==> src/rtl/xc_malu_pkg.sv <==
// rtl/xc_malu_pkg.sv - op codes, FSM encodings and sizing helpers for the MALU mul/div pipe
//
// Purpose: shared definitions for xc_malu_mdr_pipe and xc_malu_mdr_step.
// Ports:   none (package).

package xc_malu_pkg;

    localparam logic [3:0] OP_MUL    = 4'd0;
    localparam logic [3:0] OP_MULH   = 4'd1;
    localparam logic [3:0] OP_MULHSU = 4'd2;
    localparam logic [3:0] OP_MULHU  = 4'd3;
    localparam logic [3:0] OP_DIV    = 4'd4;
    localparam logic [3:0] OP_DIVU   = 4'd5;
    localparam logic [3:0] OP_REM    = 4'd6;
    localparam logic [3:0] OP_REMU   = 4'd7;
    localparam logic [3:0] OP_CLMUL  = 4'd8;
    localparam logic [3:0] OP_CLMULH = 4'd9;

    typedef enum logic [4:0] {
        ST_IDLE = 5'b00001,
        ST_PREP = 5'b00010,
        ST_ITER = 5'b00100,
        ST_FIX  = 5'b01000,
        ST_DONE = 5'b10000
    } state_t;

    typedef enum logic [1:0] {
        MODE_MUL   = 2'd0,
        MODE_CLMUL = 2'd1,
        MODE_DIV   = 2'd2
    } mode_t;

    // Width of the iteration counter: must hold the value XLEN/BPC itself.
    function automatic int cnt_width(input int xlen, input int bpc);
        return $clog2(xlen / bpc) + 1;
    endfunction

endpackage

==> src/rtl/xc_malu_mdr_pipe_if.sv <==
// rtl/xc_malu_mdr_pipe_if.sv - request/response handshake bundle of the MALU mul/div pipe
//
// Purpose: groups the request (in_*) and response (out_*) channels.
// Ports:   master = requester/consumer side, slave = the execute unit.

interface xc_malu_mdr_pipe_if #(
    parameter int XLEN = 32
);
    logic                in_valid;
    logic                in_ready;
    logic [3:0]          in_op;
    logic [XLEN-1:0]     in_rs1;
    logic [XLEN-1:0]     in_rs2;
    logic                out_valid;
    logic                out_ready;
    logic [XLEN-1:0]     out_result;
    logic [2*XLEN-1:0]   out_wide;

    modport master (
        output in_valid, in_op, in_rs1, in_rs2, out_ready,
        input  in_ready, out_valid, out_result, out_wide
    );

    modport slave (
        input  in_valid, in_op, in_rs1, in_rs2, out_ready,
        output in_ready, out_valid, out_result, out_wide
    );
endinterface

==> src/rtl/xc_malu_mdr_step.sv <==
// rtl/xc_malu_mdr_step.sv - combinational single-iteration mul/clmul/div datapath
//
// Purpose: retires BPC bits of a shift-add multiply, shift-xor carry-less
//          multiply or restoring divide per call.
// Ports:   mode    - datapath selection
//          opnd    - multiplicand (mul/clmul) or divisor magnitude (div)
//          acc_in  - {hi, lo}: {partial product, multiplier} or {rem, quot/dividend}
//          acc_out - accumulator after BPC steps

module xc_malu_mdr_step
    import xc_malu_pkg::*;
#(
    parameter int XLEN = 32,
    parameter int BPC  = 1
) (
    input  mode_t               mode,
    input  logic [XLEN-1:0]     opnd,
    input  logic [2*XLEN-1:0]   acc_in,
    output logic [2*XLEN-1:0]   acc_out
);

    always_comb begin : step
        logic [2*XLEN-1:0] t;
        logic [XLEN:0]     sum;
        logic [XLEN-1:0]   hi_x;
        logic [XLEN:0]     sh;
        logic              ge;
        logic [XLEN-1:0]   diff;
        t    = acc_in;
        sum  = '0;
        hi_x = '0;
        sh   = '0;
        ge   = 1'b0;
        diff = '0;
        for (int i = 0; i < BPC; i++) begin
            case (mode)
                MODE_MUL: begin
                    // Add multiplicand when the multiplier LSB is set, then shift
                    // the whole {carry, hi, lo} right by one.
                    sum = {1'b0, t[2*XLEN-1:XLEN]} + (t[0] ? {1'b0, opnd} : '0);
                    t   = {sum, t[XLEN-1:1]};
                end
                MODE_CLMUL: begin
                    hi_x = t[2*XLEN-1:XLEN] ^ (t[0] ? opnd : '0);
                    t    = {1'b0, hi_x, t[XLEN-1:1]};
                end
                MODE_DIV: begin
                    // Shift next dividend bit into the remainder; subtract if it fits.
                    // The difference is taken mod 2^XLEN: it is only used when it is
                    // smaller than the divisor, so the dropped bit is always zero.
                    sh   = {t[2*XLEN-1:XLEN], t[XLEN-1]};
                    ge   = (sh >= {1'b0, opnd});
                    diff = sh[XLEN-1:0] - opnd;
                    t    = {(ge ? diff : sh[XLEN-1:0]), t[XLEN-2:0], ge};
                end
                default: ;
            endcase
        end
        acc_out = t;
    end

endmodule

==> src/rtl/xc_malu_mdr_pipe.sv <==
// rtl/xc_malu_mdr_pipe.sv - multi-cycle multiply/divide/carry-less-multiply execute unit
//
// Purpose: IDLE -> PREP -> ITER -> FIX -> DONE sequencer around xc_malu_mdr_step,
//          with sign fix-up, early-out special cases and valid/ready on both sides.
// Ports:   clock - rising-edge clock
//          reset - asynchronous active-high reset
//          flush - synchronous abort of any in-flight op
//          busy  - high in any state but IDLE
//          bus   - request/response handshake (slave side)

module xc_malu_mdr_pipe
    import xc_malu_pkg::*;
#(
    parameter int XLEN      = 32,
    parameter int BPC       = 1,
    parameter int EARLY_OUT = 1
) (
    input  logic                clock,
    input  logic                reset,
    input  logic                flush,
    output logic                busy,
    xc_malu_mdr_pipe_if.slave   bus
);

    localparam int            NSTEP    = XLEN / BPC;
    localparam int            CW       = cnt_width(XLEN, BPC);
    localparam logic [CW-1:0] CNT_LOAD = CW'(NSTEP);
    localparam logic [XLEN-1:0] INT_MIN = {1'b1, {(XLEN-1){1'b0}}};

    state_t             state_q, state_d;
    logic [3:0]         op_q;
    logic [XLEN-1:0]    rs1_q, rs2_q, opnd_q;
    logic [2*XLEN-1:0]  acc_q, acc_step, fixed;
    logic [CW-1:0]      cnt_q;
    mode_t              mode_q;
    logic               neg_prod_q, neg_quot_q, neg_rem_q, sel_hi_q;
    logic [XLEN-1:0]    result_q;
    logic [2*XLEN-1:0]  wide_q;

    // Op decode, evaluated in PREP from the captured op.
    logic is_mul, is_clmul, is_div, sgn_a_op, sgn_b_op, sel_hi;

    always_comb begin
        is_mul   = 1'b0;
        is_clmul = 1'b0;
        is_div   = 1'b0;
        sgn_a_op = 1'b0;
        sgn_b_op = 1'b0;
        sel_hi   = 1'b0;
        case (op_q)
            OP_MUL:    is_mul = 1'b1;
            OP_MULH:   begin is_mul = 1'b1; sgn_a_op = 1'b1; sgn_b_op = 1'b1; sel_hi = 1'b1; end
            OP_MULHSU: begin is_mul = 1'b1; sgn_a_op = 1'b1; sel_hi = 1'b1; end
            OP_MULHU:  begin is_mul = 1'b1; sel_hi = 1'b1; end
            OP_DIV:    begin is_div = 1'b1; sgn_a_op = 1'b1; sgn_b_op = 1'b1; end
            OP_DIVU:   is_div = 1'b1;
            OP_REM:    begin is_div = 1'b1; sgn_a_op = 1'b1; sgn_b_op = 1'b1; sel_hi = 1'b1; end
            OP_REMU:   begin is_div = 1'b1; sel_hi = 1'b1; end
            OP_CLMUL:  is_clmul = 1'b1;
            OP_CLMULH: begin is_clmul = 1'b1; sel_hi = 1'b1; end
            default: ;
        endcase
    end

    logic            neg_a, neg_b, div0, ovf, zmul, undef_op, early;
    logic [XLEN-1:0] mag_a, mag_b;

    assign neg_a    = sgn_a_op & rs1_q[XLEN-1];
    assign neg_b    = sgn_b_op & rs2_q[XLEN-1];
    assign mag_a    = neg_a ? -rs1_q : rs1_q;
    assign mag_b    = neg_b ? -rs2_q : rs2_q;
    assign div0     = is_div && (rs2_q == '0);
    // sgn_b_op restricts this to the signed DIV/REM pair.
    assign ovf      = is_div && sgn_b_op && (rs1_q == INT_MIN) && (&rs2_q);
    assign zmul     = (is_mul || is_clmul) && ((rs1_q == '0) || (rs2_q == '0));
    assign undef_op = !(is_mul || is_clmul || is_div);
    // Special cases skip ITER and go through FIX with the final value already in acc.
    assign early    = undef_op || ((EARLY_OUT != 0) && (div0 || ovf || zmul));

    xc_malu_mdr_step #(
        .XLEN (XLEN),
        .BPC  (BPC)
    ) u_step (
        .mode    (mode_q),
        .opnd    (opnd_q),
        .acc_in  (acc_q),
        .acc_out (acc_step)
    );

    // Sign fix-up: products negate as a whole; quotient and remainder separately.
    logic [XLEN-1:0] acc_hi, acc_lo;
    assign acc_hi = acc_q[2*XLEN-1:XLEN];
    assign acc_lo = acc_q[XLEN-1:0];

    always_comb begin
        if (neg_prod_q) begin
            fixed = -acc_q;
        end else begin
            fixed = {(neg_rem_q ? -acc_hi : acc_hi), (neg_quot_q ? -acc_lo : acc_lo)};
        end
    end

    always_comb begin
        state_d = state_q;
        case (state_q)
            ST_IDLE: if (bus.in_valid) state_d = ST_PREP;
            ST_PREP: state_d = early ? ST_FIX : ST_ITER;
            ST_ITER: if (cnt_q == CW'(1)) state_d = ST_FIX;
            ST_FIX:  state_d = ST_DONE;
            ST_DONE: if (bus.out_ready) state_d = ST_IDLE;
            default: state_d = ST_IDLE;
        endcase
        if (flush) state_d = ST_IDLE;
    end

    always_ff @(posedge clock or posedge reset) begin
        if (reset) begin
            state_q    <= ST_IDLE;
            op_q       <= '0;
            rs1_q      <= '0;
            rs2_q      <= '0;
            opnd_q     <= '0;
            acc_q      <= '0;
            cnt_q      <= '0;
            mode_q     <= MODE_MUL;
            neg_prod_q <= 1'b0;
            neg_quot_q <= 1'b0;
            neg_rem_q  <= 1'b0;
            sel_hi_q   <= 1'b0;
            result_q   <= '0;
            wide_q     <= '0;
        end else begin
            state_q <= state_d;
            if (!flush) begin
                case (state_q)
                    ST_IDLE: begin
                        if (bus.in_valid) begin
                            op_q  <= bus.in_op;
                            rs1_q <= bus.in_rs1;
                            rs2_q <= bus.in_rs2;
                        end
                    end
                    ST_PREP: begin
                        cnt_q    <= CNT_LOAD;
                        sel_hi_q <= sel_hi;
                        if (early) begin
                            mode_q     <= MODE_MUL;
                            neg_prod_q <= 1'b0;
                            neg_quot_q <= 1'b0;
                            neg_rem_q  <= 1'b0;
                            if (div0)     acc_q <= {rs1_q, {XLEN{1'b1}}};
                            else if (ovf) acc_q <= {{XLEN{1'b0}}, rs1_q};
                            else          acc_q <= '0;
                        end else begin
                            mode_q     <= is_div ? MODE_DIV : (is_clmul ? MODE_CLMUL : MODE_MUL);
                            opnd_q     <= is_div ? mag_b : mag_a;
                            acc_q      <= {{XLEN{1'b0}}, (is_div ? mag_a : mag_b)};
                            neg_prod_q <= is_mul && (neg_a ^ neg_b);
                            // Divide-by-zero quotient is all-ones regardless of signs.
                            neg_quot_q <= is_div && (neg_a ^ neg_b) && !div0;
                            neg_rem_q  <= is_div && neg_a;
                        end
                    end
                    ST_ITER: begin
                        acc_q <= acc_step;
                        cnt_q <= cnt_q - CW'(1);
                    end
                    ST_FIX: begin
                        wide_q   <= fixed;
                        result_q <= sel_hi_q ? fixed[2*XLEN-1:XLEN] : fixed[XLEN-1:0];
                    end
                    default: ;
                endcase
            end
        end
    end

    assign bus.in_ready   = (state_q == ST_IDLE);
    assign busy           = (state_q != ST_IDLE);
    assign bus.out_valid  = (state_q == ST_DONE);
    assign bus.out_result = result_q;
    assign bus.out_wide   = wide_q;

endmodule

==> src/flat_wrapper.sv <==
// flat-port wrapper written by rule: the top's interface ports become plain ports
module xc_malu_mdr_pipe_flat import xc_malu_pkg::*;
#(
    parameter int XLEN      = 32,
    parameter int BPC       = 1,
    parameter int EARLY_OUT = 1
)
  (clock, reset, flush, busy, bus_in_valid, bus_in_op, bus_in_rs1, bus_in_rs2, bus_out_ready, bus_in_ready, bus_out_valid, bus_out_result, bus_out_wide);
  xc_malu_mdr_pipe_if #(.XLEN(XLEN)) bus_i ();
  input  logic clock;
  input  logic reset;
  input  logic flush;
  output logic busy;
  input wire logic [$bits(bus_i.in_valid)-1:0] bus_in_valid;
  input wire logic [$bits(bus_i.in_op)-1:0] bus_in_op;
  input wire logic [$bits(bus_i.in_rs1)-1:0] bus_in_rs1;
  input wire logic [$bits(bus_i.in_rs2)-1:0] bus_in_rs2;
  input wire logic [$bits(bus_i.out_ready)-1:0] bus_out_ready;
  output wire logic [$bits(bus_i.in_ready)-1:0] bus_in_ready;
  output wire logic [$bits(bus_i.out_valid)-1:0] bus_out_valid;
  output wire logic [$bits(bus_i.out_result)-1:0] bus_out_result;
  output wire logic [$bits(bus_i.out_wide)-1:0] bus_out_wide;
  assign bus_i.in_valid = bus_in_valid;
  assign bus_i.in_op = bus_in_op;
  assign bus_i.in_rs1 = bus_in_rs1;
  assign bus_i.in_rs2 = bus_in_rs2;
  assign bus_i.out_ready = bus_out_ready;
  assign bus_in_ready = bus_i.in_ready;
  assign bus_out_valid = bus_i.out_valid;
  assign bus_out_result = bus_i.out_result;
  assign bus_out_wide = bus_i.out_wide;
  xc_malu_mdr_pipe #(.XLEN(XLEN), .BPC(BPC), .EARLY_OUT(EARLY_OUT)) u_core (.clock(clock), .reset(reset), .flush(flush), .busy(busy), .bus(bus_i));
endmodule
==> config.mk <==
export PLATFORM = sky130hd
export DESIGN_NAME = xc_malu_mdr_pipe_flat
export DESIGN_NICKNAME = d
export VERILOG_FILES = /design/src/rtl/xc_malu_pkg.sv /design/src/rtl/xc_malu_mdr_pipe_if.sv /design/src/rtl/xc_malu_mdr_step.sv /design/src/rtl/xc_malu_mdr_pipe.sv /design/src/flat_wrapper.sv
export SDC_FILE = /design/constraint.sdc
export NUM_CORES = 1
export LEC_CHECK = 0
export BUFFER_PORTS_ARGS = -buffer_cell sky130_fd_sc_hd__buf_4
export CAP_MARGIN = 25
export CORE_ASPECT_RATIO = 0.8
export CORE_MARGIN = 1.5
export CORE_UTILIZATION = 66
export CTS_CLUSTER_SIZE = 40
export DETAILED_ROUTE_END_ITERATION = 6
export PLACE_DENSITY = 0.87
export REMOVE_ABC_BUFFERS = 1
export SLEW_MARGIN = 20
export SYNTH_ARGS = -nofsm -noshare
export SYNTH_HDL_FRONTEND = slang
export SYNTH_SLANG_ARGS = --single-unit
==> constraint.sdc <==
create_clock -name clock -period 16.7 [get_ports clock]
set_input_delay 3.34 -clock clock [delete_from_list [all_inputs] [get_ports clock]]
set_output_delay 3.34 -clock clock [all_outputs]
set_load 0.05 [all_outputs]
== Word level (Yosys, flattened, before mapping) ==
Index checks and enable logic that the tools add are counted.

* Bits in registers: 277
* Bits of input ports: 73
* Output and inout bits: 99
* Word-level logic and storage cells: 123

* Add/subtract/negate cells: 8
* Order comparisons: 1
* Eq/ne operators: 23
* Muxes and demuxes: 35
* Bitwise operators: 6
* Reductions and logical operators: 36

{| class="wikitable"
|+ Operators with widths
! kind !! count
|-
| 2-to-1 mux 32 bit || 11
|-
| 2-to-1 mux 64 bit || 3
|-
| case mux 64 bit (3 select lines) || 1
|-
| negator 32 bit || 4
|-
| case mux 64 bit (2 select lines) || 1
|-
| logical NOT 32 bit || 2
|-
| negator 64 bit || 1
|-
| adder 32 x 33 -> 33 bit || 1
|-
| greater-or-equal comparator 33 x 32 -> 1 bit || 1
|-
| equality test 32 bit (second input constant) || 1
|-
| AND reduction 32 bit || 1
|-
| subtractor 32 bit || 1
|-
| bitwise XOR 32 bit || 1
|-
| case mux 5 bit (5 select lines) || 1
|-
| 2-to-1 mux 5 bit || 4
|-
| equality test 4 x 3 -> 1 bit (second input constant) || 4
|-
| case mux 6 bit (2 select lines) || 1
|-
| AND reduction 3 bit || 4
|-
| OR reduction 4 bit || 3
|-
| 2-to-1 mux 1 bit || 10
|-
| logical AND 1 bit || 9
|-
| equality test 4 x 2 -> 1 bit (second input constant) || 2
|-
| equality test 4 bit (second input constant) || 2
|-
| equality test 6 x 1 -> 1 bit (second input constant) || 1
|-
| other kinds (27) || 39
|}

== Depth between registers and ports, before layout ==
* Depth after elaboration: 12
* Mapped depth: 15
* Gate-level depth less buffers: 13

== By module ==
Synthesis repeated with hierarchy kept, for this count alone.

* Cells, all modules: 2675
* Area total of the unflattened synthesis: 21116.5 um2

{| class="wikitable"
|+ Modules (own cells, without submodules)
! module !! instances !! cells each !! area each (um2) !! seq. area each (um2)
|-
| xc_malu_mdr_pipe || 1 || 1861 || 15703.8 || 6932.9
|-
| xc_malu_mdr_step || 1 || 814 || 5412.7 || 0.0
|}

== Least setup slack after synthesis ==
No wires, ideal clock.

* Path type: input to register
* Start: input flush
* End: register u_core.acc_q[34]
* Library setup time: 69 ps
* Data arrival time: 5089 ps
* Required time: 16631 ps
* Slack: 11541 ps
* Cell stages on the path: 8
* Buffers on the path: 3
* Cell sequence: clkbuf_1 nor4_1 o21ai_1 a21oi_1 clkbuf_1 clkbuf_1 nand4_1 nand3_1

* Longest elaborated chain between the ends: 2

{| class="wikitable"
|+ RTL lines
! element !! line !! text
|-
| from (decl) || flat_wrapper.sv:12 || <nowiki>input logic flush;</nowiki>
|-
| NOT 1 bit (no source line) || n/a ||
|-
| AND reduction 3 bit (no source line) || n/a ||
|-
| to (signal assigned) || xc_malu_mdr_pipe.sv:151 || <nowiki>if (div0) acc_q <= {rs1_q, {XLEN{1'b1}}};</nowiki>
|-
| to (signal assigned) || xc_malu_mdr_pipe.sv:152 || <nowiki>else if (ovf) acc_q <= {{XLEN{1'b0}}, rs1_q};</nowiki>
|-
| to (signal assigned) || xc_malu_mdr_pipe.sv:157 || <nowiki>acc_q <= {{XLEN{1'b0}}, (is_div ? mag_a : mag_b)};</nowiki>
|-
| to (decl) || xc_malu_mdr_pipe.sv:33 || <nowiki>logic [2*XLEN-1:0] acc_q, acc_step, fixed;</nowiki>
|}

Every way passes these cells.
A chain may end at the register's enable or synchronous reset.

== Worst setup path in the final report ==
* Start: input flush
* End: register u_core.acc_q[62]

Same word-level chain as after synthesis.

==> results_dict.tcl <==
set metrics [dict create \
    status "finished clean" \
    die_x_um 196 \
    die-area_um2 30700 \
    cp_max_fo 53 \
    synth_edf_count 0 \
    clkTransAtPathRegs_ns 0.07 \
    cellPowerDensity_nw_per_um2 195 \
    setup_viol 0 \
    yosysWarnings 0 \
    min_period_over_period_pct 33.5 \
    gp_congestion 1.08 \
    grt_max_degree 131 \
    io_pins 172 \
    regArea_um2 6930 \
    fmax_mhz 179 \
    drt-initial-drc-count 2709 \
    clk_path_buf_depth 3 \
    fp.coreArea_um2 29200 \
    met2WireLength_um 30200 \
    postSynthAreaPerCell_um2 8.11 \
    post_drt_wl_per_cell_um 24.4 \
    drt_pass1_iterations 6 \
    cts_tree "built" \
    hold_path_class "flop to flop" \
    nets 2635 \
    vias 20039 \
    insertion_delay_ns 0.58 \
    fill_cells 2093 \
    yosys.area_share.xor_xnor_pct 6.84 \
    hold_violations 0 \
    grt_usage_pct 45.5 \
    holdBufCountCts 0 \
    cts_resized 0 \
    seq_area_frac_synth_pct 35.4 \
    hold_ws_ns 0.470 \
    dp_cells 2831 \
    period_minus_slack_ns 5.59 \
    vdd_drop_max_v 0.000151 \
    endpoint_kind "flop" \
    drt-met1-wl_um 25500 \
    met3_length_um 9730 \
    grt_pass1_vias 18604 \
    die-height_um 157 \
    yosys.area_share.simple_pct 19.1 \
    rows 56 \
    slew_viol_final 0 \
    worstPathArrival_ns 6.05 \
    htree_levels 1 \
    synthFlopType "dfrtp_1" \
    syn_area_um2 19600 \
    antenna_found_initial 2 \
    crit_type "input port to flop" \
    cts-root-buf "clkbuf_16" \
    hold_depth 2 \
    grt_first_pass_wirelength_um 108000 \
    synth_top_family_by_area "compound AO/OA/AOI/OAI gates" \
    postRouteAntennaNets 0 \
    power_w 0.00429 \
    skew_ns 0.0266 \
    setup.worst_path.start_class "input port" \
    remaining_drc_errors 0 \
    setup_tns_ns 0 \
    leakage_nw 9.75 \
    instances_no_fill 2884 \
    synth_cell_types 87 \
    slew_headroom_pct 35.6 \
    cts_buffers 28 \
    multi_input_area_um2 11800 \
    synth_adder_area_share_pct 4.93 \
    grt-ovfl-total 0 \
    required_ns 17.16 \
    drive_gt1_share_pct 13.8 \
    rsz0062_at_grt "false" \
    area_growth_pct 12.2 \
    synth-seq-cells 277 \
    synth_mux_area_share_pct 4.59 \
    final_cell_mix "313 x nand2_1, 276 x dfrtp_1, 239 x nor2_1, 239 x o21ai_0, 230 x a21oi_1" \
    reg2reg_depth 13 \
    syn_inst 2414 \
    tightestPinTransition_ns 0.966 \
    final_common_cell "nand2_1" \
    start_util_pct 67.0 \
    drt-vias-per-instance 6.95 \
    drv_cap 0 \
    postCtsSetupBuffers 0 \
    synth-async-reset-ratio_pct 100 \
    port_buffers 171 \
    synth_compound_area_share_pct 24.2 \
    cts.sinks 277 \
    top_layer "met5" \
    hpwl_um 51200 \
    drt_wl_total_um 70500 \
]
-- metal layers --
metal	GRT usage [%]	vias up
met1	57.3	9358
met4	27.1	2
li1	-	8819
met5	0	-
met2	69.9	1504
met3	13.2	356
-- kinds of logic (layout without fill, tap and decap cells) --
kind of cell	count (synthesis)	after routing
AO/OA/AOI/OAI	770	770
adder cells (fa/ha/maj)	76	76
buffers and inverters	239	331
AND/OR/NAND/NOR	817	817
flip-flops	277	277
XOR/XNOR	153	153
multiplexers	82	82
other	0	1
-- flip-flops by register name, summed over array words and instances, names as in the netlist, 2 cells and up --
signal	count
u_core.bus.out_wide	64
u_core.mode_q	2
u_core.rs1_q	32
u_core.state_q	5
u_core.opnd_q	32
u_core.cnt_q	6
u_core.rs2_q	32
u_core.bus.out_result	32
u_core.op_q	4
u_core.acc_q	64
-- path summary, 6_finish.rpt --
kind | slack [ns] | from | end
hold reg to reg | 0.47 | u_core.bus.out_wide[62] | u_core.bus.out_wide[62]
hold / removal | 0.47 | u_core.bus.out_wide[62] | u_core.bus.out_wide[62]
min in group asynchronous | 2.92 | reset | u_core.bus.out_result[11]
setup reg to reg | 12.29 | u_core.acc_q[0] | u_core.acc_q[53]
setup / recovery | 11.11 | flush | u_core.acc_q[62]
max in group asynchronous | 12.30 | reset | u_core.rs1_q[22]
-- synthesized netlist by cell type, types with 7 or more instances --
library cell	n	area share, %
a211oi_1	19	0.73
a21o_1	36	1.4
a21oi_1	231	5.9
a221o_1	11	0.56
a221oi_1	35	1.6
a22oi_1	8	0.31
a31oi_1	25	0.80
and2_1	12	0.38
buf_1	7	0.13
buf_2	9	0.23
clkbuf_1	135	2.6
dfrtp_1	276	35
ha_1	74	4.7
inv_1	79	1.5
mux2_2	63	3.6
mux2i_1	19	0.97
nand2_1	314	6.0
nand2b_1	13	0.42
nand3_1	39	1.0
nand4_1	29	0.93
nor2_1	239	4.6
nor2b_1	16	0.51
nor3_1	63	1.6
nor4_1	21	0.67
o211ai_1	20	0.77
o21a_1	10	0.38
o21ai_0	239	6.1
o21bai_1	8	0.31
o221ai_1	10	0.45
o31ai_1	47	1.8
o41ai_1	15	0.67
or3_1	13	0.42
or4_1	14	0.54
xnor2_1	86	3.8
xor2_1	67	3.0
-- area by class of cell --
class / instances / share of cell area [%]
multi-input cells: 1898 / 53.5
flip-flops and latches: 277 / 31.6
repair buffers: 201 / 6.94
clock buffers: 35 / 3.50
well taps: 377 / 2.15
inverters: 80 / 1.40
clock inverters: 15 / 0.979
diodes: 1 / 0.0114
-- through the flow --
stage / utilization, % / setup WS (ns) / instance area [um^2]
after global routing: 75.2 / 10.91 / 22000
final: 75.2 / 11.11 / 22000
after global placement: 71.7 / 10.80 / 21000
after CTS: 75.1 / 11.25 / 21900
after floorplan: - / 5.72 / 18900
after detailed placement: 71.7 / 10.66 / 21000
-- worst max-delay path, stage by stage --
cell and delay [ns]:
buf_4 0.14, nor4_1 0.31, o21ai_1 0.34, a21oi_4 0.19
buf_4 0.48, nand2_1 0.43, a221o_1 0.38, a221o_1 0.26
o2bb2ai_1 0.13
-- power breakdown --
group | total, W | internal [W] | switching [W]
logic | 0.00244 | 0.000852 | 0.00159
clock network | 0.000685 | 0.000404 | 0.000281
registers | 0.00116 | 0.000834 | 0.000330
total | 0.00429 | 0.00209 | 0.00220
No activity file was read; power rests on OpenSTA's default activity.
